[config.mk]
export PLATFORM = sky130hd
export DESIGN_NAME = mem_arbiter
export DESIGN_NICKNAME = d
export VERILOG_FILES = /design/src/rtl/mem_arbiter.sv
export SDC_FILE = /design/constraint.sdc
export NUM_CORES = 1
export LEC_CHECK = 0
export CAP_MARGIN = 20
export CORE_ASPECT_RATIO = 1.4
export CORE_MARGIN = 3
export CORE_UTILIZATION = 39
export DETAILED_ROUTE_END_ITERATION = 6
export PLACE_DENSITY = 0.69
export REMOVE_ABC_BUFFERS = 1
export SLEW_MARGIN = 20
export SYNTH_ARGS = -nofsm -noshare
export SYNTH_HDL_FRONTEND = slang
export SYNTH_SLANG_ARGS = --single-unit
[constraint.sdc]
create_clock -name clk_in -period 3.33 [get_ports clk_in]
set_input_delay 0.333 -clock clk_in [delete_from_list [all_inputs] [get_ports clk_in]]
set_output_delay 0.333 -clock clk_in [all_outputs]
set_load 0.1 [all_outputs]
[src/rtl/mem_arbiter.sv]
// mem_arbiter: shares one byte-wide RAM port between IF and MEM,
// serialising 1/2/4-byte accesses into byte transfers (MEM first).
// Ports: clk_in, rst_in (async, active-low), rdy_in (global freeze);
//   IF: if_req/if_addr -> if_done/if_inst, if_stall;
//   MEM: mem_req/mem_we/mem_addr/mem_len/mem_wdata -> mem_done/
//        mem_rdata, mem_stall;
//   RAM: ram_a/ram_dout/ram_wr out, ram_din in (one-cycle latency).
module mem_arbiter (
    input  logic        clk_in,
    input  logic        rst_in,
    input  logic        rdy_in,
    input  logic        if_req,
    input  logic [31:0] if_addr,
    output logic        if_done,
    output logic [31:0] if_inst,
    input  logic        mem_req,
    input  logic        mem_we,
    input  logic [31:0] mem_addr,
    input  logic [1:0]  mem_len,
    input  logic [31:0] mem_wdata,
    output logic        mem_done,
    output logic [31:0] mem_rdata,
    output logic        if_stall,
    output logic        mem_stall,
    output logic [31:0] ram_a,
    output logic [7:0]  ram_dout,
    input  logic [7:0]  ram_din,
    output logic        ram_wr
);

    typedef enum logic [1:0] {S_IDLE, S_RD, S_WR} state_t;

    state_t      r_state;
    state_t      w_state_nxt;
    logic        r_own_mem;
    logic [2:0]  r_cnt;
    logic [2:0]  r_len;
    logic [31:0] r_wdata;
    logic [31:0] r_buf;
    logic        r_wr;
    logic [31:0] w_buf_nxt;
    logic [2:0]  w_len_req;
    logic        w_gnt_mem;
    logic        w_gnt_if;
    logic        w_abort;
    logic        w_rd_last;
    logic        w_wr_last;

    assign if_stall  = if_req & ~if_done;
    assign mem_stall = mem_req & ~mem_done;
    assign ram_wr    = r_wr & rdy_in;

    assign w_len_req = (mem_len == 2'b00) ? 3'd1 :
                       (mem_len == 2'b01) ? 3'd2 : 3'd4;

    // In a read, r_cnt = j means ram_din holds byte j-1 this cycle.
    always_comb begin
        w_buf_nxt = r_buf;
        case (r_cnt)
            3'd1:    w_buf_nxt[7:0]   = ram_din;
            3'd2:    w_buf_nxt[15:8]  = ram_din;
            3'd3:    w_buf_nxt[23:16] = ram_din;
            3'd4:    w_buf_nxt[31:24] = ram_din;
            default: ;
        endcase
    end

    // Requests are masked during their own done pulse so a held
    // request is not granted a second time.
    always_comb begin
        w_state_nxt = r_state;
        w_gnt_mem   = 1'b0;
        w_gnt_if    = 1'b0;
        w_abort     = 1'b0;
        w_rd_last   = 1'b0;
        w_wr_last   = 1'b0;
        case (r_state)
            S_IDLE: begin
                if (mem_stall) begin
                    w_gnt_mem   = 1'b1;
                    w_state_nxt = mem_we ? S_WR : S_RD;
                end else if (if_stall) begin
                    w_gnt_if    = 1'b1;
                    w_state_nxt = S_RD;
                end
            end
            S_RD: begin
                if (!r_own_mem && !if_req) begin
                    w_abort     = 1'b1;
                    w_state_nxt = S_IDLE;
                end else if (r_cnt == r_len) begin
                    w_rd_last   = 1'b1;
                    w_state_nxt = S_IDLE;
                end
            end
            S_WR: begin
                if (r_cnt == r_len - 3'd1) begin
                    w_wr_last   = 1'b1;
                    w_state_nxt = S_IDLE;
                end
            end
            default: w_state_nxt = S_IDLE;
        endcase
    end

    always_ff @(posedge clk_in or negedge rst_in) begin
        if (!rst_in) begin
            r_state <= S_IDLE;
        end else if (rdy_in) begin
            r_state <= w_state_nxt;
        end
    end

    always_ff @(posedge clk_in or negedge rst_in) begin
        if (!rst_in) begin
            r_own_mem <= 1'b0;
            r_cnt     <= 3'd0;
            r_len     <= 3'd0;
            r_wdata   <= 32'd0;
            r_buf     <= 32'd0;
            r_wr      <= 1'b0;
            ram_a     <= 32'd0;
            ram_dout  <= 8'd0;
            if_done   <= 1'b0;
            mem_done  <= 1'b0;
            if_inst   <= 32'd0;
            mem_rdata <= 32'd0;
        end else if (rdy_in) begin
            if_done  <= 1'b0;
            mem_done <= 1'b0;
            if (w_gnt_mem || w_gnt_if) begin
                r_own_mem <= w_gnt_mem;
                r_cnt     <= 3'd0;
                r_len     <= w_gnt_mem ? w_len_req : 3'd4;
                r_buf     <= 32'd0;
                r_wdata   <= mem_wdata;
                ram_dout  <= mem_wdata[7:0];
                ram_a     <= w_gnt_mem ? mem_addr : if_addr;
                r_wr      <= w_gnt_mem & mem_we;
            end else if (r_state == S_RD && !w_abort) begin
                r_buf <= w_buf_nxt;
                r_cnt <= r_cnt + 3'd1;
                if (r_cnt + 3'd1 < r_len) begin
                    ram_a <= ram_a + 32'd1;
                end
                if (w_rd_last) begin
                    if (r_own_mem) begin
                        mem_done  <= 1'b1;
                        mem_rdata <= w_buf_nxt;
                    end else begin
                        if_done <= 1'b1;
                        if_inst <= w_buf_nxt;
                    end
                end
            end else if (r_state == S_WR) begin
                if (w_wr_last) begin
                    r_wr     <= 1'b0;
                    mem_done <= 1'b1;
                end else begin
                    r_cnt    <= r_cnt + 3'd1;
                    ram_a    <= ram_a + 32'd1;
                    ram_dout <= r_wdata[15:8];
                    r_wdata  <= r_wdata >> 8;
                end
            end
        end
    end

endmodule

# ---- Word-level counts from Yosys, hierarchy flattened
# Cells that the tools add are included.
dict set report classes {
  n_addsub 3
  multipliers 0
  n_div 0
  n_lt_le_gt_ge 1
  eq_ne 16
  shifts 0
  muxes 60
  bitwise_logic 8
  reduce_logical 21
}
# operator n
set op_table {}
lappend op_table {{$mux 32} 12}
lappend op_table {{$mux 8} 8}
lappend op_table {{$add 32x1->32 const B} 1}
lappend op_table {{$mux 1} 26}
lappend op_table {{$mux 3} 7}
lappend op_table {{$reduce_and 4->1} 4}
lappend op_table {{$mux 2} 6}
lappend op_table {{$reduce_and 5->1} 2}
lappend op_table {{$eq 3x2->1 const B} 2}
lappend op_table {{$eq 3x3->1} 2}
lappend op_table {{$ne 3x3->1 const B} 2}
lappend op_table {{$pmux 2 s3} 1}
lappend op_table {{$reduce_bool 2->1} 3}
lappend op_table {{$and 1x1->1} 4}
lappend op_table {{$eq 2x1->1 const B} 2}
lappend op_table {{$logic_not 2->1} 2}
lappend op_table {{$ne 2x2->1 const B} 2}
lappend op_table {{$not 1->1} 4}
lappend op_table {{$reduce_and 2->1} 2}
lappend op_table {{$add 3x1->3 const B} 1}
lappend op_table {{$eq 3x1->1 const B} 1}
lappend op_table {{$eq 3x3->1 const B} 1}
lappend op_table {{$logic_not 1->1} 3}
lappend op_table {{$lt 3x3->1} 1}
lappend op_table {{other kinds (9)} 10}
dict set report totals {
  regBits 180
  latch_bits 0
  ramBits 0
  rom_bits 0
  output_inout_bits 109
  wordCells 122
  mem_count 0
}

# ---- Depth between registers and ports, before layout
# Gate-level depths: netlist of run 1.
dict set report logic_depth {
  ltp_word 8
  ltp_mapped 10
  ltp_nobuf 8
}

# ---- Worst setup path after synthesis of run 1
# OpenSTA, ideal clock, no wires.
dict set report synth_path {
  path_type {reg-to-reg}
  start {reg mem_done}
  end {reg ram_a[16]}
  arrival_time_ns 2.777
  slack_ns 0.479
  path_stages_with_launch 9
  path_buffers 2
  period_less_slack_ns 2.851
  cell_sequence {dfrtp_1 > nand2b_1 > buf_2 > inv_1 > clkbuf_1 > nand2_1 > nand3_1 > o21ai_0 > a2bb2oi_2}
}
dict set report synth_between {
  elab_chain_cells 7
  elab_cells_between_ends 13
  cone_classes {2 x eq/ne; 6 x mux; 2 x bitwise; 3 x reduce/logical}
}
# item line
set synth_rtl {}
lappend synth_rtl {{start: declaration} 21} ;# output logic mem_done,
lappend synth_rtl {{start signal: assignment} 125} ;# mem_done <= 1'b0;
lappend synth_rtl {{start signal: assignment} 130} ;# mem_done <= 1'b0;
lappend synth_rtl {{start signal: assignment} 148} ;# mem_done <= 1'b1;
lappend synth_rtl {{$not 1->1 (*)} 50} ;# assign mem_stall = mem_req & ~mem_done;
lappend synth_rtl {{$and 1x1->1 (*)} 50}
lappend synth_rtl {{named net mem_stall} 24} ;# output logic mem_stall,
lappend synth_rtl {{$mux 1} 79} ;# if (mem_stall) begin
lappend synth_rtl {{$mux 1} 77} ;# case (r_state)
lappend synth_rtl {{$logic_or 1x1->1} 131} ;# if (w_gnt_mem || w_gnt_if) begin
lappend synth_rtl {{$ne 3x2->1 (no source line), or another cell as far along} --}
lappend synth_rtl {{$reduce_and 4->1 (no source line)} --}
lappend synth_rtl {{end signal: assignment} 138} ;# ram_a <= w_gnt_mem ? mem_addr : if_addr;
lappend synth_rtl {{end signal: assignment} 144} ;# ram_a <= ram_a + 32'd1;
lappend synth_rtl {{end signal: assignment} 161} ;# ram_a <= ram_a + 32'd1;
lappend synth_rtl {{end: declaration} 25} ;# output logic [31:0] ram_a,
# Mark *: on every way through the listed nets, which the timed path passes. The rest lies on a longest branch.
# A chain may end at the register's enable or synchronous reset.

# ---- Worst setup path in the final report of run 1
dict set report layout_path {
  start {reg r_cnt[1]}
  end {reg ram_a[1]}
}
dict set report layout_between {
  elab_chain_cells 5
  elab_cells_between_ends 8
  cone_classes {1 x add/sub; 1 x order compare; 3 x eq/ne; 2 x mux; 1 x reduce/logical}
}
# item line
set layout_rtl {}
lappend layout_rtl {{start: declaration} 36} ;# logic [2:0] r_cnt;
lappend layout_rtl {{start signal: assignment} 142} ;# r_cnt <= r_cnt + 3'd1;
lappend layout_rtl {{start signal: assignment} 160} ;# r_cnt <= r_cnt + 3'd1;
lappend layout_rtl {{branches (longest 4 deep; another with $add 3x1->3)} --}
lappend layout_rtl {{$reduce_and 4->1 (no source line) (*)} --}
# Every way passes the cells marked *.

==> out/results.txt, run 1 <==
Die ar. = 23930 µm²
ys async rst share = 100.0%
top_reg_cell synth = dfrtp_1
root buf cell = clkbuf_16
number of max-cap violations = 0
most frequent cells in the layout = clkdlybuf4s50_1, dfrtp_1, mux2_2
CTS max path bufs = 2
largest net degree at the start of global routing = 91
Post-synth EDFFs = 0
Final GP Congestion = 0.8415
vias in the first global route = 7020
Finished Core Util = 54.44%
slew at the pin closest to its max-slew limit = 1.044 ns
clock share of power = 15.3%
Hold Buf Count CTS = 0
Setup-failing EPs final = 0
via count = 6945
Final WS setup = 0.6481 ns
IO Count = 221
Unique masters post-synth = 57
Fillers = 1898
fmax = 0.3729 GHz
Die Ht = 181.8 µm
synthesized flop and latch total = 172
Hold/Removal Path Class = in2async
Post-Syn Instances = 777
setup bufs post-CTS = 0
vias per inst = 5.405
DRT Pass-1 Iters = 5
Sw Pwr = 6810 µW
num rows = 63
initial antenna violation count = 0
TritonCTS clock tree = yes
status = finished with violations
kind of critical path = reg2reg
CP Max Fanout = 21
hpwl dp = 16890 µm
crit path capture type = flop
DRT iter0 DRCs = 480
clock sinks = 172
Post-Route Skew = 0.01408 ns
PortBufs = 220
most common cell after layout, fill and taps aside = clkdlybuf4s50_1
synthesized cell area = 8613 µm²
Lkg Pwr = 0.005179 µW
Chip Width = 131.6 µm
H-tree level count = 4
final hold violations = 14
Worst Path Arrival = 2.99 ns
gr ovfl total = 0
Avg Cell Area, Syn = 11.09 µm²
combinational fraction of design power = 57.7%
RSZ-0062 raised after global routing = false
# diodes = 0
worst reg2reg path depth = 9
Final ANT Viol Nets = 0
Worst-path clk slew = 0.07 ns
Final Max Slew Viols = 0
layout cells sized above 1 = 17.93%
Pwr Density = 1100 nW/µm²
core box area = 21440 µm²
Ys Warns = 0
sequential share of power = 27.0%
post_cts resized = 0
Worst VDD drop = 0.0006163 V
DRC errors left = 0
Initial Util = 40.17%
critical path required time = 3.64 ns
WHS = -0.03135 ns
violations in the final reports = negative hold slack
register area share after synthesis = 49.97%
relative slew slack = 30.21%
drt total wl = 23810 µm
fin crit period = 2.682 ns
Final nets = 1102
sw frac = 53.05%
Tcrit/Tclk final = 80.54%
total CTS buffers = 17
Layout area overhead = 35.52%
drt wl/cell = 18.53 µm
clock latency on the worst-skew pair = 0.43 ns
pre-CTS setup slack = 0.7185 ns
internal power component = 6028 µW
GRT Resource Usage Total = 19.79%
first-pass GRT wire length = 38440 µm
CP Launch Type = flop
-- cell type report --
type / count / area [µm²] / area share [%]
clock inverters: 14 / 147.6 / 1.265
multi-input cells: 532 / 3953 / 33.86
flip-flops and latches: 172 / 4304 / 36.87
well taps: 292 / 365.4 / 3.130
clock buffers: 18 / 439.2 / 3.762
inverters: 16 / 60.06 / 0.5145
repair buffers: 241 / 2404 / 20.59
-- routing by layer --
metal	up-vias	share of wire (%)	track usage [%]
li1	3290	-	-
met1	3401	42	24.76
met2	224	49	32.97
met3	30	6.7	5.599
met4	0	2.2	6.810
met5	-	0	0
-- registers in the layout (all words and copies together), names as in the netlist --
register and flops:
mem_rdata 32, ram_dout 7, r_len 3, ram_a 32, if_inst 32, r_own_mem 1
r_buf 32, r_cnt 3, mem_done 1, if_done 1, r_wdata 25, r_state 2
r_wr 1
-- through the flow --
stage	power, µW	TNS, ns	hold WS [ns]	cells	area (µm²)
floorplan	8924	-53.74	0.03741	720	8303
global placement	10830	0	0.4626	1253	11090
detailed placement	10910	0	0.4697	1253	11090
CTS	12920	0	0.01643	1285	11670
global route	13470	0	0.03797	1285	11670
finish	12840	0	-0.03135	1285	11670
-- synth_stat cells, drive strengths merged, types with 7 or more instances --
master	number	area, µm²
buf	43	257.7
nor3	17	130.1
a21oi	16	91.34
nand3	26	130.1
a22o	40	350.3
mux2i	25	250.2
dfrtp	172	4304
mux2	97	1092
a2bb2oi	14	160.2
o22ai	24	150.1
o21ai	53	265.3
clkbuf	14	52.55
o22a	10	87.58
nand2	85	319.1
o31ai	7	52.55
a211oi	10	75.07
a31oi	10	62.56
inv	16	60.06
nand4	11	81.32
nor2	28	105.1
ha	10	125.1
-- critical path, stage by stage, from the launching register on --
cell and delay [ns]:
dfrtp_1 0.46, inv_1 0.11, ha_1 0.32, ha_1 0.27, nor2b_1 0.13, o21a_1 0.18
o21a_1 0.28, nor2_1 0.15, buf_4 0.30, mux2_2 0.37
-- worst paths after layout --
check                           slack [ns]          end        start
min in group clk_in                   0.48  ram_dout[6]  ram_dout[6]
worst min register to register        0.48  ram_dout[6]  ram_dout[6]
worst max register to register        0.65     ram_a[1]     r_cnt[1]
worst min-delay path                 -0.03    ram_a[18]       rst_in
max in group asynchronous             2.59    r_buf[26]       rst_in
worst max-delay path                  0.65     ram_a[1]     r_cnt[1]
-- cell families after synthesis --
kind of cell	after synthesis	share of synthesized area, %
flops	172	49.97
simple gates	189	10.87
compound gates	207	17.26
mux	122	15.59
fa+ha+maj	10	1.453
xor+xnor	4	0.5666
buf+inv	73	4.300
-- power groups by stage --
stage	Combinational, µW	Clock [µW]	Sequential, µW
6_report	7410	1960	3470
5_1_grt	7790	2090	3590
4_1_cts	7440	2010	3460
3_5_place_dp	7420	0	3490
3_3_place_gp	7360	0	3480
2_1_floorplan	2240	0	6680
(Power assumes the default switching activity.)
==> run 2: changes to the inputs <==
--- a/config.mk
+++ b/config.mk
@@ -10,7 +10,7 @@
 export CORE_MARGIN = 3
 export CORE_UTILIZATION = 39
 export DETAILED_ROUTE_END_ITERATION = 6
-export PLACE_DENSITY = 0.69
+export PLACE_DENSITY = 0.72
 export REMOVE_ABC_BUFFERS = 1
 export SLEW_MARGIN = 20
 export SYNTH_ARGS = -nofsm -noshare
==> constraint.sdc (replaced) <==
create_clock -name clk_in -period 2.3 [get_ports clk_in]
set_input_delay 0.23 -clock clk_in [delete_from_list [all_inputs] [get_ports clk_in]]
set_output_delay 0.23 -clock clk_in [all_outputs]
set_load 0.1 [all_outputs]
==> out/results.txt, run 2 (synthesis gave the netlist of run 1 again) <==
status = completed (was finished with violations)
RSZ-0062 raised after global routing = true (was false)
core box area = 21440 µm² (unchanged)
PortBufs = 220 (unchanged)
Worst VDD drop = 0.001016 V (was 0.0006163 V)
pre-CTS setup slack = -0.01231 ns (was 0.7185 ns)
Chip Width = 131.6 µm (unchanged)
Worst Path Arrival = 2.53 ns (was 2.99 ns)
gr ovfl total = 0 (unchanged)
via count = 7157 (was 6945)
# diodes = 0 (unchanged)
reg2reg start = r_cnt[0] (was r_cnt[1])
IO Count = 221 (unchanged)
drt total wl = 24440 µm (was 23810 µm)
most common cell after layout, fill and taps aside = dfrtp_1 (was clkdlybuf4s50_1)
hpwl dp = 17010 µm (was 16890 µm)
num rows = 63 (unchanged)
critical path required time = 2.61 ns (was 3.64 ns)
Final nets = 1124 (was 1102)
total CTS buffers = 17 (unchanged)
Pwr Density = 1604 nW/µm² (was 1100 nW/µm²)
Tcrit/Tclk final = 96.71% (was 80.54%)
initial antenna violation count = 0 (unchanged)
Post-Route Setup TNS = 0 ns (unchanged)
Final GP Congestion = 0.8547 (was 0.8415)
root buf cell = clkbuf_16 (unchanged)
fmax = 0.4496 GHz (was 0.3729 GHz)
clock latency on the worst-skew pair = 0.43 ns (about the same)
slew at the pin closest to its max-slew limit = 0.5641 ns (was 1.044 ns)
vias in the first global route = 7200 (was 7020)
CP Max Fanout = 4 (was 21)
Post-Route Skew = 0.01214 ns (was 0.01408 ns)
TritonCTS clock tree = yes (unchanged)
most frequent cells in the layout = dfrtp_1, buf_4, clkdlybuf4s50_1 (was clkdlybuf4s50_1, dfrtp_1, mux2_2)
Setup-failing EPs final = 0 (unchanged)
Reg2Reg Setup Slack = 0.08 ns (was 0.65 ns)
CP Launch Type = flop (unchanged)
layout cells sized above 1 = 31.23% (was 17.93%)
largest net degree at the start of global routing = 76 (was 91)
Hold/Removal Path Class = in2async (unchanged)
Final WS setup = 0.07557 ns (was 0.6481 ns)
FF-to-FF End = ram_a[1] (unchanged)
Lkg Pwr = 0.005509 µW (was 0.005179 µW)
Die Ht = 181.8 µm (unchanged)
first-pass GRT wire length = 38810 µm (was 38440 µm)
drt wl/cell = 18.70 µm (was 18.53 µm)
DRT Pass-1 Iters = 6 (was 5)
crit path capture type = flop (unchanged)
fin crit period = 2.224 ns (was 2.682 ns)
number of max-cap violations = 0 (unchanged)
clock sinks = 172 (unchanged)
Final Max Slew Viols = 0 (unchanged)
Final ANT Viol Nets = 0 (unchanged)
vias per inst = 5.476 (was 5.405)
relative slew slack = 62.19% (was 30.21%)
CTS max path bufs = 2 (unchanged)
kind of critical path = reg2reg (unchanged)
Die ar. = 23930 µm² (unchanged)
Initial Util = 40.17% (unchanged)
DRC errors left = 0 (unchanged)
final hold violations = 0 (was 14)
worst reg2reg path depth = 9 (unchanged)
H-tree level count = 4 (unchanged)
Finished Core Util = 54.98% (was 54.44%)
Layout area overhead = 36.85% (was 35.52%)
DRT iter0 DRCs = 550 (was 480)
GRT Resource Usage Total = 19.95% (was 19.79%)
Worst-path clk slew = 0.08 ns (was 0.07 ns)
-- run 2: cell count changes in the layout (fill, tap and decap cells not counted), sizes merged --
cell           change
clkinv             -3
clkbuf             +2
inv                +3
dlygate4sd3        +1
buf              +125
clkdlybuf4s50    -106
-- run 2: layout make-up --
| cell class | count | area, µm² |
|---|---|---|
| fillers | 1944 | 9653 |
| flip-flops and latches | 172 | 4304 |
| multi-input cells | 532 | 4020 |
| repair buffers | 263 | 2454 |
| clock buffers | 18 | 439.2 |
| well taps | 292 | 365.4 |
| clock inverters | 14 | 145.1 |
| inverters | 16 | 60.06 |
-- run 2: timing repair --
item / CTS / global route
setup endpoints to repair: 3 / 60
gates cloned: 0 / 2
resized for setup: 1 / 13
hold buffers: 1 / 0
pin swaps: 0 / 1
hold endpoints to repair: 41 / 0
buffers inserted: 1 / 1
-- run 2: worst max-delay path by stage --
stage,start,to,slack [ns],cells after the start
after floorplan,mem_done,ram_a[1],-2.02,5
after global placement,r_cnt[0],ram_a[1],0.04,9
after detailed placement,if_req,r_buf[21],-0.01,6
after CTS,r_cnt[1],ram_a[1],0.002,9
after global routing,r_len[1],ram_a[0],-0.02,8
final,r_cnt[0],ram_a[1],0.08,9
-- run 2: report_power, final --
group | internal [µW] | leakage [µW] | switching (µW)
combinational | 3240 | 0.00298 | 7760
clock | 1480 | 0.000282 | 1380
sequential | 4130 | 0.00224 | 912
-- run 2: stage by stage --
step                power, µW  std cells  hold WS (ns)  instance area [µm²]
detailed placement      15850       1270        0.1924                11060
floorplan               12920        720      -0.06559                 8303
global route            19810       1307        0.3469                11790
global placement        15710       1270        0.1894                11060
CTS                     18790       1304        0.3051                11660
finish                  18900       1307        0.3133                11790
-- run 2: metal layers --
layer | wire [µm] | share of wire (%) | vias to the layer above | GRT usage [%]
met4 | 432 | 1.8 | 0 | 6.011
li1 | - | - | 3333 | -
met2 | 12410 | 51 | 260 | 34.39
met5 | 0 | 0 | - | 0
met1 | 9952 | 41 | 3530 | 24.62
met3 | 1644 | 6.7 | 34 | 5.183
-- run 2: critical path, stage by stage (launching register included) --
cell and delay (ns):
dfrtp_1 0.43, ha_2 0.20, ha_1 0.26, inv_1 0.05, ha_1 0.26, o21a_1 0.13
o21a_4 0.23, nor2_1 0.10, buf_4 0.15, mux2_4 0.30
==> run 3: changes to the inputs <==
--- a/config.mk
+++ b/config.mk
@@ -9,6 +9,7 @@
 export CORE_ASPECT_RATIO = 1.4
 export CORE_MARGIN = 3
 export CORE_UTILIZATION = 39
+export CTS_CLUSTER_DIAMETER = 40
 export DETAILED_ROUTE_END_ITERATION = 6
 export PLACE_DENSITY = 0.72
 export REMOVE_ABC_BUFFERS = 1
==> results of run 3 <==
No change in the layout: final DEF, timing and power equal those of run 2.
==> RTL edit: new RTL, config.mk and constraints of run 2 <==
Reset style: synchronous (`rst_in`), changed in 2 clocked blocks. Comments in the files are not updated.
--- a/src/rtl/mem_arbiter.sv
+++ b/src/rtl/mem_arbiter.sv
@@ -105,3 +105,3 @@
 
-    always_ff @(posedge clk_in or negedge rst_in) begin
+    always_ff @(posedge clk_in) begin
         if (!rst_in) begin
@@ -113,3 +113,3 @@
 
-    always_ff @(posedge clk_in or negedge rst_in) begin
+    always_ff @(posedge clk_in) begin
         if (!rst_in) begin
Function: not settled (the Yosys comparison gave no result); the edit may change what the design does.
==> RTL edit against run 2 <==
Sequential cell count did not move; worst setup slack got worse by 0.054 ns; count of clock-buffer cells in the layout increased by 3; cell area decreased by 2.8%; wire length about the same; synthesized area shrank 4.7%; clock skew grew 0.0071 ns; sequential share of layout area down 6.4 points; critical endpoint is now ram_a[27]; largest cell class is now multi-input combinational cells; highest routed layer unchanged.
Power is not compared: it rests on default switching activity, and its combinational part moved more than twofold at a synthesized area within 25%.
==> RTL edit: results (changes against run 2) <==
number of buffers added by the clock tree synthesis step=17 (unchanged); number of levels in the clock H-tree=4 (unchanged); overall track demand over capacity in global routing=20.1% (+0.16 points); weighted congestion reported at the end of routability-driven placement=0.888 (+3.9%); Layout Skew=0.0192 ns (+0.00711 ns); Slew @ Worst Pin=0.619 ns (+0.0551 ns); share of final-layout standard cells stronger than drive strength 1=22.2% (-9.0 points); HPWL after detailed placement=16700 um (-2.1%); cell type of the slowest stage on the worst timing path=a311o_2; critical path launch point=r_cnt[1]; share of synthesized area occupied by flip-flops and latches=41.9% (-8.0 points); total routed wirelength=24500 um (about the same); dominant delay contributor by cell family on the critical path=compound AO/OA/AOI/OAI gates; setup slack at placement=-0.0805 ns (-0.0682 ns); via count of the first global-routing pass=7394 (+2.7%); worst min path class=in2reg; Unique masters post-synth=60 (+5.3%); ranking of synthesized cells by area=dfxtp_1 42%, nor2_1 7.2%, a211oi_1 6.0%, nand2_1 4.5%, mux2i_1 4.3%; prevailing post-synth register cell=dfxtp_1; DR iter-0 viols=579 (+5.3%); count of nets after finishing=1296 (+15%); run status=finished clean; pin count of the biggest net entering global routing=52 (-32%); largest stage delay on the critical path=0.36 ns (-0.07 ns); number of detailed-route iterations in the first pass=4 (-2); fraction of registers with async set or reset after synthesis=0% (-100 points)
-- RTL edit: changes by cell type after synthesis, moves of 21 or more --
cell             run 2  this run
a211oi_1            10        66
a21oi_1             15        47
a22o_1              40         8
a22oi_1              3        33
a311oi_2             0        21
clkbuf_1            14        39
dfrtp_1            172         0
dfxtp_1              0       172
mux2_2              94         1
nor2_1              28       158
o21ai_0             51        24
-- RTL edit: cell families after synthesis --
logic type / after synthesis / synth area share (%)
buffers and inverters: 113 / 6.43
DFF: 172 / 41.9
xor gates and xnor gates: 4 / 0.610
AOI/OAI and AO/OA: 279 / 25.8
muxes: 36 / 4.40
and+or+nand+nor: 353 / 19.3
adders and majority gates: 10 / 1.52
-- RTL edit: path summary, 6_finish.rpt --
check	endpoint	slack [ns]	cells after the start
worst max register to register	ram_a[27]	0.02	10
worst max-delay path	ram_a[27]	0.02	10
worst min-delay path	r_wdata[21]	0.38	3
worst min register to register	r_wdata[25]	0.48	1
-- RTL edit: layout make-up --
| class | instances | area (um^2) |
|---|---|---|
| clock buffers | 21 | 450 |
| clock inverters | 11 | 83.8 |
| fillers | 1908 | 9180 |
| inverters | 17 | 66.3 |
| multi-input cells | 682 | 4390 |
| flip-flops and latches | 172 | 3450 |
| well taps | 256 | 320 |
| repair buffers | 284 | 2690 |
-- RTL edit: repair_timing --
item / CTS / global route
setup buffers: 1 / 2
endpoints found under the setup margin: 14 / 127
gates resized for setup: 9 / 18
pin swaps: 3 / 6
gates cloned: 1 / 6
-- RTL edit: power groups by stage --
stage,combinational [W],clock [W],sequential (W)
after detailed placement,0.00210,0,0.00331
after global routing,0.00236,0.00285,0.00327
after CTS,0.00213,0.00271,0.00325
after global placement,0.00209,0,0.00331
after floorplan,0.000712,0,0.00394
final,0.00223,0.00265,0.00325
-- RTL edit: worst register-to-register path, cell delays in order, from the launching register on --
cell and delay, ns:
dfxtp_2 0.34, ha_4 0.16, ha_4 0.26, inv_2 0.04, ha_4 0.21, a21oi_2 0.13, a211oi_2 0.09, a311o_2 0.36
buf_12 0.16, clkbuf_16 0.17, o221a_2 0.28
-- RTL edit: through the flow --
step | cells | TNS (ns) | cell area, um^2
after floorplan | 871 | -434.46 | 7750
after global placement | 1401 | -0.0362 | 10600
after detailed placement | 1401 | -0.549 | 10600
after CTS | 1435 | 0 | 11200
after global routing | 1443 | -0.559 | 11500
final | 1443 | 0 | 11500
-- RTL edit: routing by layer --
layer	global-route usage (%)	routed length (um)	vias up
met5	0	0	-
met1	24.5	10400	3738
met3	4.76	1330	36
met2	35.0	12300	244
li1	-	-	3963
met4	5.91	450	0
